File: config.mk
export PLATFORM = sky130hd
export DESIGN_NAME = v_hier_qmon
export DESIGN_NICKNAME = d
export VERILOG_FILES = /design/src/rtl/v_hier_qmon.sv
export SDC_FILE = /design/constraint.sdc
export NUM_CORES = 1
export LEC_CHECK = 0
export BUFFER_PORTS_ARGS = -buffer_cell sky130_fd_sc_hd__buf_4
export CAP_MARGIN = 20
export CORE_AREA = 2 2 86 88
export DETAILED_ROUTE_END_ITERATION = 6
export DIE_AREA = 0 0 88 90
export MAX_ROUTING_LAYER = met4
export PLACE_DENSITY_LB_ADDON = 0.2
export SLEW_MARGIN = 20
export SYNTH_ARGS = -nofsm -noshare
export SYNTH_HDL_FRONTEND = slang
export SYNTH_SLANG_ARGS = --single-unit
File: constraint.sdc
create_clock -name clk -period 5.4 [get_ports clk]
set_input_delay 1.08 -clock clk [delete_from_list [all_inputs] [get_ports clk]]
set_output_delay 1.08 -clock clk [all_outputs]
set_load 0.05 [all_outputs]
File: src/rtl/v_hier_qmon.sv
`default_nettype none
// ============================================================================
//  Module      : v_hier_qmon
//  Description : Change monitor for a 4-bit vector. Each change is queued as a
//                timestamped record in a small FIFO drained over valid/ready.
//                Records lost to a full FIFO are counted (saturating) and
//                raise a sticky overflow flag.
//  Revision    : 1.0 - initial release
// ============================================================================
module v_hier_qmon #(
    parameter int DEPTH = 4,
    parameter int TSW   = 12
) (
    input  logic                     clk,
    input  logic                     rst,
    input  logic                     en,
    input  logic [3:0]               qvec,
    output logic                     ev_valid,
    input  logic                     ev_ready,
    output logic [TSW+3:0]           ev_data,
    output logic [$clog2(DEPTH):0]   fill,
    output logic                     ovf,
    output logic [7:0]               drop_cnt,
    input  logic                     ovf_clr
);

    localparam int              c_aw    = $clog2(DEPTH);
    localparam int              c_pw    = c_aw + 1;
    localparam logic [c_pw-1:0] c_depth = c_pw'(DEPTH);

    logic [TSW-1:0]  r_ts;
    logic [3:0]      r_prev;
    logic [TSW+3:0]  r_mem [DEPTH];
    logic [c_pw-1:0] r_wptr;
    logic [c_pw-1:0] r_rptr;
    logic            r_ovf;
    logic [7:0]      r_drop_cnt;

    logic [c_pw-1:0] w_fill;
    logic            w_empty;
    logic            w_full;
    logic            w_chg;
    logic            w_pop;
    logic            w_push;
    logic            w_drop;

    // Pointers carry one extra bit so full and empty differ only in the MSB.
    assign w_fill  = r_wptr - r_rptr;
    assign w_empty = (r_wptr == r_rptr);
    assign w_full  = (w_fill == c_depth);
    assign w_chg   = en && (qvec != r_prev);
    assign w_pop   = !w_empty && ev_ready;
    assign w_push  = w_chg && (!w_full || w_pop);
    assign w_drop  = w_chg && w_full && !w_pop;

    always_ff @(posedge clk or posedge rst) begin
        if (rst) begin
            r_ts   <= '0;
            r_prev <= '0;
        end else if (en) begin
            r_ts   <= r_ts + TSW'(1);
            r_prev <= qvec;
        end
    end

    // Storage needs no reset: the head mux forces zeros whenever empty.
    always_ff @(posedge clk) begin
        if (w_push) begin
            r_mem[r_wptr[c_aw-1:0]] <= {r_ts, qvec};
        end
    end

    always_ff @(posedge clk or posedge rst) begin
        if (rst) begin
            r_wptr <= '0;
            r_rptr <= '0;
        end else begin
            if (w_push) begin
                r_wptr <= r_wptr + c_pw'(1);
            end
            if (w_pop) begin
                r_rptr <= r_rptr + c_pw'(1);
            end
        end
    end

    // A drop coinciding with a clear counts as the first drop after the clear.
    always_ff @(posedge clk or posedge rst) begin
        if (rst) begin
            r_ovf      <= 1'b0;
            r_drop_cnt <= '0;
        end else if (ovf_clr) begin
            r_ovf      <= w_drop;
            r_drop_cnt <= w_drop ? 8'd1 : 8'd0;
        end else if (w_drop) begin
            r_ovf      <= 1'b1;
            r_drop_cnt <= (r_drop_cnt != 8'hFF) ? r_drop_cnt + 8'd1 : r_drop_cnt;
        end
    end

    assign ev_valid = !w_empty;
    assign ev_data  = w_empty ? '0 : r_mem[r_rptr[c_aw-1:0]];
    assign fill     = w_fill;
    assign ovf      = r_ovf;
    assign drop_cnt = r_drop_cnt;

endmodule
`default_nettype wire
==> impl_metrics.csv <==
group,metric,value,unit
sta,period_needed,3.77,ns
route,drt-wirelength-per-cell,16.3,um
die,placeableCoreArea,0.00702,mm^2
yosys,yosysWarnings,0,
route,wl,6390,um
yosys,synth_xor_area_frac,0.0499,
die,initial_core_util,0.572,
yosys,ys_seq_elements,95,
sta,fin_skew,0.00735,ns
outcome,status,"completed",
critical_path,r2r_cells,5,
sta,finalSetupViolCount,0,
global_routing,grt_max_degree,32,
critical_path,cp.depth,5,
layout,antenna-diode-count,0,
die,rows,31,
critical_path,critPathKind,"flip-flop to output pin",
sta,slew_violations,0,
yosys,avgSynthCellArea,16.4,um^2
global_routing,grt_busiest_layer,"met2",
layout,multi_input_area,0.00124,mm^2
yosys,synth-simple-area-share,0.0860,
clock_tree,cts_buffer_depth,2,
clock_tree,h-tree-depth,3,
layout,seqCellArea,0.00270,mm^2
sta,relSlewSlack,0.374,
clock_tree,cts_tree,"yes",
layout,stdcell_count,391,
clock_tree,cts-root-buf,"clkbuf_8",
layout,final_common_cell,"edfxtp_1",
yosys,yosysSeqAreaShare,0.672,
sta,max_freq,0.265,GHz
critical_path,startpoint_type,"flip-flop",
die,fp.dieW,88,um
die,dieArea,0.00792,mm^2
yosys,syn_nets,264,
clock_tree,cts_buffers,9,
critical_path,crit_slowest_cell,"dfrtp_1",
place,place_congestion,0.744,
min_path,worstHoldPathCells,1,
layout,area_growth,13.6,%
global_routing,use_met2,0.300,
min_path,holdCritStartpoint,"r_wptr[2]",
critical_path,crit_chain,"inv_1 -> ha_1 -> nand3_1 -> and2_1 -> buf_4",
clock_tree,clkTransAtPathRegs,0.08,ns
critical_path,end_kind,"output pin",
place,portBuffers,37,
clock_tree,cts_sinks,95,
clock_tree,cts.repair.resized,0,
layout,drive_above_1_share,0.274,
place,dp.final_hpwl,4120,um
global_routing,gr-total-overflow,0,
critical_path,path_buf_inv,2,
yosys,synthMuxAreaShare,0.109,
layout,fin_nets,306,
global_routing,grtUsageMet1,0.242,
critical_path,crit_family,"flip-flops",
clock_tree,clk_latency,0.35,ns
sta,tightest_slew,0.938,ns
route,drc,0,
layout,final_cell_mix,"64 x edfxtp_1, 39 x buf_4, 31 x dfrtp_1",
yosys,synth-adder-area-share,0.0330,
min_path,worst_hold_path_type,"flip-flop to flip-flop",
layout,nFillCells,485,
route,vias_per_cell,5.40,
global_routing,grt_use_total,0.190,
critical_path,critPathMaxStageDelay,0.91,ns
route,drt_iter0_markers,70,
global_routing,grt_use_met3,0.0413,
yosys,synth_top_family_by_area,"multiplexers",
critical_path,r2r-start,"r_rptr[1]",
die,die_y,90,um
sta,rsz0062_at_grt,"no",
yosys,syn_area,0.00401,mm^2
die,io_pins,38,
clock_tree,cts_setup_buffers,0,
yosys,syn-instance-count,245,
route,via_count,2110,
critical_path,path_max_fanout,20,
flow_run,maxCapViolCount,0,
global_routing,grt_antenna_before_repair,0,
sta,timing.setup.tns,0,ns
yosys,synth_cell_types,35,
global_routing,grt_pass1_vias,2196,
global_routing,grt_pass1_wl,10900,um
critical_path,cp-startpoint,"r_rptr[1]",
route,first_pass_iters,4,
sta,fin_crit_sh,0.699,
clock_tree,cts_hold_buf,0,
place,place_inst,375,
route,drtAntennaViolNets,0,
critical_path,critPathRequiredTime,4.32,ns
sta,hold_violations,0,
yosys,synth_compound_area_frac,0.0302,
critical_path,arrival,2.69,ns
==> path summary, 6_finish.rpt <==
kind / end / slack [ns]
worst min register to register: r_wptr[2] / 0.52
max in group asynchronous: r_ts[6] / 4.28
min in group asynchronous: ovf / 0.81
worst min-delay path: r_wptr[2] / 0.52
worst max-delay path: ev_data[9] / 1.63
worst max register to register: r_mem[3][0] / 2.09
==> sequential cells by signal (all words and copies together), names as in the netlist <==
register	count
r_mem	64
r_ts	12
drop_cnt	8
r_prev	4
r_rptr	3
r_wptr	3
ovf	1
==> kinds of logic after synthesis <==
logic type      after synthesis
flops                        95
simple gates                 59
mux                          23
xor+xnor                     21
buf+inv                      20
compound gates               17
fa+ha+maj                    10
==> cell usage after synthesis, drive strengths merged <==
library cell  count  share of area
nand3b            1         0.0050
ha                9          0.028
mux4             16          0.090
or2               1         0.0016
a21oi             4         0.0050
and2             20          0.031
fa                1         0.0050
o41ai             2         0.0044
xor3              1         0.0062
o31ai             3         0.0056
inv              12          0.011
nor4              2         0.0031
nand2             9         0.0084
edfxtp           64           0.48
o221ai            1         0.0022
and3              3         0.0059
a211oi            1         0.0019
dfrtp            31           0.19
a31o              1         0.0022
buf               3         0.0037
xnor2            11          0.024
nand3            11          0.014
or4               3         0.0056
o311ai            1         0.0022
mux2i             1         0.0025
xor2              9          0.020
mux2              6          0.017
nor3              2         0.0025
or3               1         0.0016
nor2              3         0.0028
nand4             3         0.0047
o21ai             2         0.0025
clkbuf            5         0.0047
o31a              2         0.0044
==> cell type report <==
cell class	count	share of cell area
sequential	95	0.591
multi-input combinational	130	0.271
timing repair buffer	39	0.0642
clock buffer	9	0.0272
tap	99	0.0272
inverter	12	0.00988
clock inverter	7	0.00878
==> worst reg2reg max path, cell delays in order, from the launching register on <==
cell and delay [ns]:
dfrtp_1 0.71, fa_1 0.57, xor3_2 0.24, and3_4 0.21, a21oi_1 0.40, and2_1 0.82
==> routing by layer <==
layer / part of all wire / up-vias
li1: - / 1005
met3: 0.037 / 11
met4: 0.017 / 0
met5: 0 / -
met2: 0.51 / 37
met1: 0.44 / 1057
==> stage by stage <==
step / util / instance area (um^2) / hold slack (ns) / setup slack (ns)
after global placement: 0.626 / 4400 / 0.505 / 1.93
after CTS: 0.650 / 4560 / 0.521 / 1.50
after global routing: 0.650 / 4560 / 0.532 / 1.35
after floorplan: - / 4010 / 0.483 / 1.67
after detailed placement: 0.626 / 4400 / 0.506 / 1.90
final: 0.650 / 4560 / 0.518 / 1.63
Power is left out: the tool's default activity adds up to more than one toggle a clock period on the data nets, which glitch-free logic cannot reach.
